<file path="src/rtl/soc_pkg.sv">
// -----------------------------------------------------------------------------
// soc_pkg
// Shared types and constants for the SoC memory arbiter.
//   arb_state_t     : arbiter sequencer states
//   arb_req_t       : requester identity (fetch port / load-store port)
//   MEM_LATENCY_MAX : largest supported memory read latency
//   LAT_CNT_W       : width of the latency down-counter
// -----------------------------------------------------------------------------
package soc_pkg;

    typedef enum logic [1:0] {
        IDLE   = 2'd0,
        ACCESS = 2'd1,
        WAIT   = 2'd2,
        RESP   = 2'd3
    } arb_state_t;

    typedef enum logic {
        REQ_IF = 1'b0,
        REQ_D  = 1'b1
    } arb_req_t;

    localparam int MEM_LATENCY_MAX = 4;
    localparam int LAT_CNT_W       = $clog2(MEM_LATENCY_MAX);

endpackage : soc_pkg

</file>
<file path="src/rtl/mem_arb_grant.sv">
// -----------------------------------------------------------------------------
// mem_arb_grant
// Combinational winner select between the fetch and load/store requesters.
// Build option MEM_ARB_RR_EN:
//   defined   : round-robin; a last-grant register picks the requester that
//               was not granted most recently when both are valid. It resets
//               to "data" so the first contested grant goes to fetch.
//   undefined : fixed priority, data wins over fetch; no state at all.
// Ports:
//   clk, reset  : clock / async active-high reset (round-robin build only)
//   accept      : a handshake completes this cycle (round-robin build only)
//   if_valid    : fetch request valid
//   d_valid     : load/store request valid
//   winner      : selected requester (meaningful only when a valid is high)
// -----------------------------------------------------------------------------
module mem_arb_grant
    import soc_pkg::*;
(
`ifdef MEM_ARB_RR_EN
    input  logic     clk,
    input  logic     reset,
    input  logic     accept,
`endif
    input  logic     if_valid,
    input  logic     d_valid,
    output arb_req_t winner
);

`ifdef MEM_ARB_RR_EN
    arb_req_t last_q;
    arb_req_t last_d;

    // NOTE: sequential state uses non-blocking assignments so every flop
    // samples the pre-edge value of its neighbours.
    always_ff @(posedge clk or posedge reset) begin
        if (reset) begin
            last_q <= REQ_D;
        end else begin
            last_q <= last_d;
        end
    end

    // NOTE: every combinational output gets a default first, so no path
    // through the block can leave a value unassigned and infer a latch.
    always_comb begin
        winner = REQ_D;
        if (if_valid && d_valid) begin
            winner = (last_q == REQ_D) ? REQ_IF : REQ_D;
        end else if (if_valid) begin
            winner = REQ_IF;
        end
        last_d = accept ? winner : last_q;
    end
`else
    always_comb begin
        winner = REQ_D;
        if (if_valid && !d_valid) begin
            winner = REQ_IF;
        end
    end
`endif

endmodule : mem_arb_grant

</file>
<file path="src/rtl/mem_arbiter.sv">
// -----------------------------------------------------------------------------
// mem_arbiter
// Shares one single-port instruction/data memory between the CPU fetch port
// and the load/store port. One transaction in flight: IDLE accepts a request,
// ACCESS drives the memory for one enable cycle, WAIT counts out the memory
// latency and captures read data, RESP pulses the winner's response.
// Build option MEM_ARB_RR_EN selects round-robin instead of data-over-fetch
// priority (see mem_arb_grant).
// Parameters: ADDR_W, DATA_W, MEM_LATENCY (1..MEM_LATENCY_MAX)
// Ports:
//   clk, reset                   : clock, async active-high reset
//   if_req_valid/_ready, if_addr : fetch request handshake
//   if_rsp_valid, if_rdata       : fetch response pulse and held data
//   d_req_valid/_ready, d_addr,
//   d_we, d_wstrb, d_wdata       : load/store request handshake
//   d_rsp_valid, d_rdata         : load/store response pulse and held data
//   mem_en, mem_we, mem_wstrb,
//   mem_addr, mem_wdata          : memory command, non-zero only in ACCESS
//   mem_rdata                    : memory read data, MEM_LATENCY after mem_en
// Readys are combinational; every other output is registered.
// -----------------------------------------------------------------------------
module mem_arbiter
    import soc_pkg::*;
#(
    parameter int ADDR_W      = 32,
    parameter int DATA_W      = 32,
    parameter int MEM_LATENCY = 1
) (
    input  logic                clk,
    input  logic                reset,

    input  logic                if_req_valid,
    output logic                if_req_ready,
    input  logic [ADDR_W-1:0]   if_addr,
    output logic                if_rsp_valid,
    output logic [DATA_W-1:0]   if_rdata,

    input  logic                d_req_valid,
    output logic                d_req_ready,
    input  logic [ADDR_W-1:0]   d_addr,
    input  logic                d_we,
    input  logic [DATA_W/8-1:0] d_wstrb,
    input  logic [DATA_W-1:0]   d_wdata,
    output logic                d_rsp_valid,
    output logic [DATA_W-1:0]   d_rdata,

    output logic                mem_en,
    output logic                mem_we,
    output logic [DATA_W/8-1:0] mem_wstrb,
    output logic [ADDR_W-1:0]   mem_addr,
    output logic [DATA_W-1:0]   mem_wdata,
    input  logic [DATA_W-1:0]   mem_rdata
);

    localparam int STRB_W = DATA_W / 8;

    arb_state_t             state_q,      state_d;
    logic [LAT_CNT_W-1:0]   cnt_q,        cnt_d;
    arb_req_t               owner_q,      owner_d;
    logic                   ready_en_q;
    logic                   mem_en_q,     mem_en_d;
    logic                   mem_we_q,     mem_we_d;
    logic [STRB_W-1:0]      mem_wstrb_q,  mem_wstrb_d;
    logic [ADDR_W-1:0]      mem_addr_q,   mem_addr_d;
    logic [DATA_W-1:0]      mem_wdata_q,  mem_wdata_d;
    logic                   if_rsp_q,     if_rsp_d;
    logic                   d_rsp_q,      d_rsp_d;
    logic [DATA_W-1:0]      if_rdata_q,   if_rdata_d;
    logic [DATA_W-1:0]      d_rdata_q,    d_rdata_d;

    arb_req_t               winner;
    logic                   accept;

    mem_arb_grant u_grant (
`ifdef MEM_ARB_RR_EN
        .clk      (clk),
        .reset    (reset),
        .accept   (accept),
`endif
        .if_valid (if_req_valid),
        .d_valid  (d_req_valid),
        .winner   (winner)
    );

    // Readys stay low on the first cycle after reset release; ready_en_q
    // only rises at the first clock edge that sees reset low.
    always_comb begin
        if_req_ready = 1'b0;
        d_req_ready  = 1'b0;
        if (state_q == IDLE && ready_en_q) begin
            if_req_ready = if_req_valid && (winner == REQ_IF);
            d_req_ready  = d_req_valid  && (winner == REQ_D);
        end
        accept = (if_req_valid && if_req_ready) || (d_req_valid && d_req_ready);
    end

    // The mem_* registers double as the latched request: they load on
    // acceptance and clear on every other edge, so they are non-zero only in
    // ACCESS, which lasts exactly one cycle.
    always_comb begin
        state_d     = state_q;
        cnt_d       = cnt_q;
        owner_d     = owner_q;
        mem_en_d    = 1'b0;
        mem_we_d    = 1'b0;
        mem_wstrb_d = '0;
        mem_addr_d  = '0;
        mem_wdata_d = '0;
        if_rsp_d    = 1'b0;
        d_rsp_d     = 1'b0;
        if_rdata_d  = if_rdata_q;
        d_rdata_d   = d_rdata_q;

        unique case (state_q)
            IDLE: begin
                if (accept) begin
                    owner_d  = winner;
                    state_d  = ACCESS;
                    mem_en_d = 1'b1;
                    if (winner == REQ_D) begin
                        mem_we_d    = d_we;
                        mem_wstrb_d = d_wstrb;
                        mem_addr_d  = d_addr;
                        mem_wdata_d = d_wdata;
                    end else begin
                        mem_addr_d  = if_addr;
                    end
                end
            end
            ACCESS: begin
                cnt_d   = LAT_CNT_W'(MEM_LATENCY - 1);
                state_d = WAIT;
            end
            WAIT: begin
                if (cnt_q == '0) begin
                    state_d = RESP;
                    if (owner_q == REQ_IF) begin
                        if_rsp_d   = 1'b1;
                        if_rdata_d = mem_rdata;
                    end else begin
                        d_rsp_d    = 1'b1;
                        d_rdata_d  = mem_rdata;
                    end
                end else begin
                    cnt_d = cnt_q - 1'b1;
                end
            end
            RESP: begin
                state_d = IDLE;
            end
            default: begin
                state_d = IDLE;
            end
        endcase
    end

    // NOTE: only control and output registers need reset; there is no
    // storage array here, and an aborted transaction is simply dropped.
    always_ff @(posedge clk or posedge reset) begin
        if (reset) begin
            state_q     <= IDLE;
            cnt_q       <= '0;
            owner_q     <= REQ_IF;
            ready_en_q  <= 1'b0;
            mem_en_q    <= 1'b0;
            mem_we_q    <= 1'b0;
            mem_wstrb_q <= '0;
            mem_addr_q  <= '0;
            mem_wdata_q <= '0;
            if_rsp_q    <= 1'b0;
            d_rsp_q     <= 1'b0;
            if_rdata_q  <= '0;
            d_rdata_q   <= '0;
        end else begin
            state_q     <= state_d;
            cnt_q       <= cnt_d;
            owner_q     <= owner_d;
            ready_en_q  <= 1'b1;
            mem_en_q    <= mem_en_d;
            mem_we_q    <= mem_we_d;
            mem_wstrb_q <= mem_wstrb_d;
            mem_addr_q  <= mem_addr_d;
            mem_wdata_q <= mem_wdata_d;
            if_rsp_q    <= if_rsp_d;
            d_rsp_q     <= d_rsp_d;
            if_rdata_q  <= if_rdata_d;
            d_rdata_q   <= d_rdata_d;
        end
    end

    assign mem_en       = mem_en_q;
    assign mem_we       = mem_we_q;
    assign mem_wstrb    = mem_wstrb_q;
    assign mem_addr     = mem_addr_q;
    assign mem_wdata    = mem_wdata_q;
    assign if_rsp_valid = if_rsp_q;
    assign if_rdata     = if_rdata_q;
    assign d_rsp_valid  = d_rsp_q;
    assign d_rdata      = d_rdata_q;

endmodule : mem_arbiter
</file>
<file path="config.mk">
export PLATFORM = sky130hd
export DESIGN_NAME = mem_arbiter
export DESIGN_NICKNAME = d
export VERILOG_FILES = /design/src/rtl/soc_pkg.sv /design/src/rtl/mem_arb_grant.sv /design/src/rtl/mem_arbiter.sv
export SDC_FILE = /design/constraint.sdc
export NUM_CORES = 1
export LEC_CHECK = 0
export CAP_MARGIN = 15
export CORE_UTILIZATION = 40
export DETAILED_ROUTE_END_ITERATION = 8
export PLACE_DENSITY = 0.84
export SYNTH_ARGS = -nofsm -noshare
export SYNTH_HDL_FRONTEND = slang
export SYNTH_SLANG_ARGS = --single-unit
</file>
<file path="constraint.sdc">
create_clock -name clk -period 8 [get_ports clk]
set_input_delay 2 -clock clk [delete_from_list [all_inputs] [get_ports clk]]
set_output_delay 2 -clock clk [all_outputs]
set_load 0.02 [all_outputs]
</file>
Word level (Yosys, flattened, before mapping)
Index checks and enable logic that the tools add are counted.

$add $sub $neg: 1. Multiply operators: 0. Divide/modulo/power cells: 0. Magnitude comparators: 0. Eq/ne operators: 6. Shifts and indexed selects: 0. Muxes and demuxes: 28. Bitwise operators: 1. Reductions and logical operators: 16.

Operator list (count): two-way mux 32 bit (6); two-way mux 1 bit (14); two-way mux 4 bit (3); case mux 2 bit (4 select lines) (1); logical AND 1 bit (6); two-way mux 2 bit (3); inequality test 2 bit, second input constant (3); AND reduction 2 bit (3); AND reduction 3 bit (2); == test 2 bit, second input constant (2); zero test 2 bit (2); case mux 2 bit (2 select lines) (1); == test 2 x 1 -> 1 bit, second input constant (1); nonzero test 2 bit (1); subtractor 2 x 1 -> 2 bit, second input constant (1); zero test 1 bit (1); logical OR 1 bit (1); NOT 1 bit (1).

Flip-flop bits (word level): 142. Bits in latches: 0. Bits in writable memories: 0. Memory bits (read-only): 0. Bits of input ports: 137. Output and inout bits: 138. Word-level logic and storage cells: 65. Memories kept: 0.

Depth between registers and ports, before layout
Gate-level depths: netlist of run 1.

Depth after elaboration: 9. Mapped depth: 9. Gate-level depth less buffers: 6.

By module
A second synthesis of run 1 with hierarchy kept.

Cell total of the unflattened synthesis: 362. Area total of the unflattened synthesis: 5555.3 µm².

Modules (own cells, without submodules): mem_arbiter (times used 1, cells an instance 361, area each 5549.1 µm², sequential area each 3553.4 µm²); mem_arb_grant (times used 1, cells an instance 1, area each 6.3 µm², sequential area each 0.0 µm²).

Worst setup path after synthesis of run 1
No wires, ideal clock.

Kind: input to output. From: in if_req_valid. To: out if_req_ready. Arrival time: 2545 ps. Required time: 6000 ps. Setup slack: 3455 ps. Stages: 3. Buffers on the path: 1. Path through: nor2b_1 > clkbuf_1 > and3_1.

Longest elaborated chain between the ends: 3.

RTL lines: start: declaration (RTL line mem_arbiter.sv:32) `input logic if_req_valid,`; logical AND 1 bit (RTL line mem_arb_grant.sv:57) `if (if_valid && !d_valid) begin`; logical AND 1 bit * (RTL line mem_arbiter.sv:91) `if_req_ready = if_req_valid && (winner == REQ_IF);`; two-way mux 1 bit * (RTL line mem_arbiter.sv:90) `if (state_q == IDLE && ready_en_q) begin`; end: declaration (RTL line mem_arbiter.sv:33) `output logic if_req_ready,`.

Every way passes the cells marked *; elsewhere a longest branch is shown, timed or not.

Worst setup path in the final report of run 1
From: in d_req_valid. To: out d_req_ready.

Longest elaborated chain between the ends: 5.

RTL lines: start: declaration (RTL line mem_arbiter.sv:38) `input logic d_req_valid,`; zero test 1 bit (RTL line mem_arb_grant.sv:57); logical AND 1 bit (RTL line mem_arb_grant.sv:57); two-way mux 1 bit (RTL line mem_arb_grant.sv:57); logical AND 1 bit * (RTL line mem_arbiter.sv:92) `d_req_ready = d_req_valid && (winner == REQ_D);`; two-way mux 1 bit * (RTL line mem_arbiter.sv:90); end: declaration (RTL line mem_arbiter.sv:39) `output logic d_req_ready,`.

Marks and branches as above.

==> impl_metrics.csv, run 1 <==
group,metric,value,unit
outcome,status,"finished clean",
die,core-area,0.0128,mm²
clock_network,clk_pin_slew,50,ps
grt,grt_max_degree,77,
finish,areaGrowthSynthToFinish,67.0,%
yosys,syn-num-nets,537,
timing,slew_headroom,25.2,%
critical_path,path_cells,"clkdlybuf4s50_1, and3_1, buf_4, clkdlybuf4s50_1",
die,die-area,0.0137,mm²
die,num_rows,41,
pwr,ir_worst_vdd,0.156,mV
route,vias,3990,
clock_network,cts_buffers,17,
grt,grt_antenna_before_repair,0,
route,dr.pass1.iters,4,
timing,tns,0,ps
yosys,synthAdderAreaFrac,1.18,%
pwr,p_sw,0.926,mW
critical_path,cp_max_fo,39,
critical_path,cp_slowest_stage_delay,670,ps
timing,worstMarginPinSlew,1120,ps
clock_network,cts_resized,0,
pwr,sw_frac_of_total,29.9,%
pwr,comb_power_share,38.2,%
route,first_iter_violations,171,
clock_network,cts_setup_buffers,0,
clock_network,cts.sinks,142,
die,die_width,117,µm
critical_path,cp-end-kind,"primary output",
yosys,yosys_warnings,0,
worst_hold_path,hold_depth,1,
clock_network,cts_tree,"built",
worst_hold_path,hold_class,"flop to flop",
place,dp.final_hpwl,9.84,mm
clock_network,clk_latency,410,ps
die,die_y,117,µm
yosys,ys.flop_type,"dfrtp_1",
grt,grt_pass1_vias,4077,
critical_path,worstSetupPathType,"input pin to primary output",
yosys,ys_seq_area_share,67.1,%
timing,rsz0062_at_grt,"no",
yosys,synthCells,395,
pwr,power_density,350,mW/mm²
grt,grt_pass1_wl,20.2,mm
route,ant_nets,0,
critical_path,cp_common_cell,"clkdlybuf4s50_1",
yosys,syn_area_per_cell,13.4,µm²
place,portBuffers,274,
yosys,synth-simple-area-share,10.1,%
place,place.gp.congestion,0.780,
yosys,synth_mux_area_share,14.5,%
yosys,ys_ff_latch,142,
yosys,synth.most_common_cell,"dfrtp_1",
yosys,synth_area,0.00529,mm²
timing,setup_violations,0,
timing,fin_worst_skew,7.68,ps
timing,period_minus_slack,5680,ps
yosys,synth_top_family_by_area,"multiplexers",
timing,drv_slew,0,
grt,grt_use_total,20.0,%
yosys,synth_edf_count,0,
clock_network,cts.path.max_buffers,2,
pwr,p_int,2.17,mW
pwr,clockPowerShare,28.5,%
pwr,leakagePower,3.93,nW
critical_path,arrival,3680,ps
yosys,synth_cell_type_count,29,
route,vias_per_cell,4.66,
route,drt-total-wl,13.4,mm
clock_network,htree_levels,4,
timing,clock.fmax,176,MHz
route,drcViolationCount,0,
job,maxCapViolCount,0,
yosys,synthArstFlopShare,100,%
yosys,ys_top_cells_by_count,"dfrtp_1 (142), nand2_1 (66), mux2_2 (56)",
place,pre_cts_slack,2320,ps
timing,finalHoldViolCount,0,
critical_path,cp.required,6000,ps
timing,setup_slack,2320,ps
yosys,synth-xor-area-share,0,%
finish,nets,813,
die,ioPinCount,275,
finish,final_layout_size_suffix_gt1_share,15.1,%
yosys,synth_top_area_share,67.1,%
route,wl_per_cell,15.6,µm
yosys,yosysTopAreaCell,"dfrtp_1",
critical_path,worstSetupStartpointType,"input pin",
clock_network,cts_hold_buffers,0,
pwr,seqPwrFrac,33.4,%
critical_path,reg2reg_depth,6,
die,start_util,41.4,%
critical_path,critPathSlowestCell,"clkdlybuf4s50_1",
yosys,synth_top_cells_by_area,"dfrtp_1 (67%), mux2_2 (12%), nand2_1 (4.7%)",
timing,post-route-period-util,71.0,%
clock_network,cts_root_buf,"clkbuf_16",
grt,grt_overflow,0,
yosys,synth_compound_area_share,4.11,%
finish,diodes,0,
worst paths after layout:
| check | from | to | slack [ps] |
|---|---|---|---|
| max | d_req_valid | d_req_ready | 2320 |
| max in group asynchronous | reset | mem_wdata[27] | 4580 |
| min | d_rdata[6] | d_rdata[6] | 500 |
| min reg2reg | d_rdata[6] | d_rdata[6] | 500 |
| min in group asynchronous | reset | if_rdata[23] | 2040 |
| max reg2reg | state_q[0] | if_rdata[10] | 5770 |
layout by cell type (no fill, tap or decap), types with 4 or more instances in the layout:
cell type        instances
clkbuf_16               17
inv_1                    6
and2_1                  37
mux2_4                   9
bufinv_16                6
clkinv_2                 4
a21oi_1                 32
clkdlybuf4s50_1        274
ha_1                     5
buf_4                    4
nand2_1                 66
mux2_2                  56
dfrtp_1                142
power by group through the flow:
stage / sequential (mW) / combinational, mW / clock [mW]
final: 1.03 / 1.18 / 0.882
after global routing: 1.06 / 1.26 / 0.931
after CTS: 1.04 / 1.20 / 0.899
after detailed placement: 1.05 / 1.20 / 0
after global placement: 1.03 / 1.17 / 0
after floorplan: 1.29 / 0.390 / 0
metrics by stage:
stage	cell area [µm²]	std cells	hold WS, ps	util, %	power, mW
6_report	8840	856	502	69.2	3.10
5_1_grt	8840	856	514	69.2	3.25
4_1_cts	8840	856	504	69.2	3.14
3_5_place_dp	8170	824	492	64.0	2.24
3_3_place_gp	8170	824	472	64.0	2.20
2_1_floorplan	5290	395	456	-	1.68
worst max-delay path: cells and delay by family:
family / cells / cell delay, ps
buffers and inverters: 3 / 1500
AND/OR/NAND/NOR: 1 / 170
per-layer routing:
metal	global-route usage, %	routed length [µm]	vias to the layer above
li1	-	-	1852
met1	20.1	4740	1938
met2	36.7	7210	172
met3	7.78	1140	28
met4	8.78	298	0
met5	0	0	-
cell type report:
cell class                 instances  area [µm²]
clock inverter                    11         211
multi-input combinational        224        1590
tap                              172         215
clock buffer                      21         460
timing repair buffer             278        2770
inverter                           8        36.3
sequential                       142        3550
fill                             829        3930
registers in the layout (all words and copies together) (netlist names):
register,count
state_q,2
cnt_q,2
mem_wstrb,4
mem_addr,32
if_rdata,32
mem_wdata,32
if_rsp_valid,1
ready_en_q,1
d_rdata,32
mem_en,1
d_rsp_valid,1
owner_q,1
mem_we,1
logic make-up (layout without fill, tap and decap cells):
logic type | after synthesis | count (layout)
AO/OA/AOI/OAI | 40 | 40
buffers and inverters | 29 | 318
multiplexers | 65 | 65
flip-flops | 142 | 142
AND/OR/NAND/NOR | 113 | 113
adder cells (fa/ha/maj) | 5 | 5
other | 1 | 1
Note: power is estimated with default switching activity, not from simulation.
==> run 2, diff against run 1 <==
CORE_UTILIZATION = 36   (was 40)
PLACE_DENSITY = 0.8   (was 0.84)
clock period = 4.75 ns   (was 8 ns; I/O delays follow)
==> run 2 against run 1 <==
  * Setup slack got worse by 1400 ps
  * Non-clock buffer count rose by 2
  * Largest power group unchanged
  * Die area rose by 11%
  * Critical endpoint is now if_req_ready
==> impl_metrics.csv, run 2 (synthesized netlist as in run 1, its figures left out) <==
group,metric,value,unit
clock_network,htree_levels,4,
critical_path,cp_slowest_stage_delay,600,ps
clock_network,cts_resized,0,
clock_network,cts_setup_buffers,0,
timing,finalHoldViolCount,0,
pwr,clockPowerShare,28.1,%
critical_path,worstSetupPathType,"input pin to primary output",
timing,tns,0,ps
clock_network,cts.path.max_buffers,2,
pwr,comb_power_share,38.4,%
die,core-area,0.0141,mm²
die,start_util,37.6,%
clock_network,cts_buffers,17,
pwr,total_power,5.20,mW
place,place.gp.congestion,0.772,
worst_hold_path,hold_class,"flop to flop",
finish,instances_no_fill,865,
critical_path,cp_common_cell,"clkdlybuf4s50_1",
critical_path,path_cells,"clkdlybuf4s50_1, nor2b_2, and3_1, clkdlybuf4s50_1",
clock_network,cts_hold_buffers,0,
route,drcViolationCount,0,
route,ant_nets,0,
place,place_inst,833,
clock_network,cts_root_buf,"clkbuf_16",
critical_path,cp.required,3560,ps
place,dp.final_hpwl,9.95,mm
pwr,sw_frac_of_total,30.4,%
finish,diodes,0,
pwr,power_density,586,mW/mm²
pwr,p_sw,1.58,mW
route,dr.pass1.iters,4,
finish,final_layout_size_suffix_gt1_share,15.3,%
critical_path,crit_family,"buffers and inverters",
critical_path,arrival,2680,ps
die,die_y,123,µm
grt,grt_pass1_wl,21.0,mm
critical_path,worst-path-buf-inv,2,
finish,stdcell_area,0.00887,mm²
pwr,seqPwrFrac,33.5,%
pwr,ir_worst_vdd,0.281,mV
critical_path,critPathSlowestCell,"clkdlybuf4s50_1",
die,die-area,0.0152,mm²
grt,grt_antenna_before_repair,0,
finish,final_cell_mix,"clkdlybuf4s50_1 (274), dfrtp_1 (142), nand2_1 (66)",
timing,setup_violations,0,
job,maxCapViolCount,0,
finish,fin_util,62.9,%
critical_path,worstSetupStartpointType,"input pin",
timing,clock.fmax,259,MHz
timing,rsz0062_at_grt,"no",
grt,grt_overflow,0,
timing,worstMarginPinSlew,937,ps
timing,fin_worst_skew,6.54,ps
die,ioPinCount,275,
route,drt-total-wl,13.7,mm
critical_path,cp_num_cells,4,
route,vias,4014,
worst_hold_path,hold_depth,1,
timing,period_minus_slack,3860,ps
finish,nets,815,
clock_network,clk_pin_slew,50,ps
place,portBuffers,274,
grt,grt_pass1_vias,4221,
clock_network,cts_tree,"built",
route,wl_per_cell,15.8,µm
die,die_width,123,µm
die,num_rows,43,
clock_network,clk_latency,410,ps
timing,slew_headroom,37.6,%
outcome,status,"finished clean",
finish,final_common_cell,"clkdlybuf4s50_1",
timing,post-route-period-util,81.3,%
route,vias_per_cell,4.64,
critical_path,cp-end-kind,"primary output",
critical_path,cp_max_fo,5,
grt,grt_use_total,18.5,%
clock_network,cts.sinks,142,
timing,drv_slew,0,
grt,grt_max_degree,78,
place,placed_cell_area,0.00820,mm²
pwr,p_int,3.62,mW
route,first_iter_violations,191,
pwr,leakagePower,3.93,nW
critical_path,reg2reg_depth,6,
finish,areaGrowthSynthToFinish,67.5,%
==> run 2: final timing paths <==
path | from | to | slack (ps)
worst max-delay path | if_req_valid | if_req_ready | 890
worst min-delay path | d_rdata[28] | d_rdata[28] | 500
worst max register to register | state_q[0] | if_rdata[29] | 2520
worst min register to register | d_rdata[28] | d_rdata[28] | 500
max in group asynchronous | reset | if_rdata[31] | 2610
min in group asynchronous | reset | mem_wdata[30] | 1240
==> run 2: layout make-up <==
cell class                 count  area [µm²]
tap                          180         225
inverter                       8        35.0
clock inverter                10         184
fill                        1078        5230
clock buffer                  21         470
multi-input combinational    224        1590
timing repair buffer         280        2810
sequential                   142        3550
==> run 2: routing by layer <==
metal	wire (µm)	global-route usage (%)	vias to the layer above	part of all wire, %
met5	0	0	-	0
met4	348	8.58	0	2.5
met3	1320	7.89	30	9.6
met2	7030	31.5	194	51
met1	5010	19.9	1943	37
li1	-	-	1847	-
==> run 2: power groups by stage <==
stage / sequential, mW / clock (mW) / combinational, mW
after global placement: 1.74 / 0 / 1.98
after detailed placement: 1.76 / 0 / 2.02
after CTS: 1.74 / 1.49 / 2.03
final: 1.74 / 1.46 / 2.00
after floorplan: 2.17 / 0 / 0.656
after global routing: 1.78 / 1.56 / 2.12
==> run 2: per-stage QoR <==
step	hold WS (ps)	setup slack, ps
floorplan	456	1790
global placement	473	919
detailed placement	492	888
CTS	505	877
global route	518	802
finish	501	887
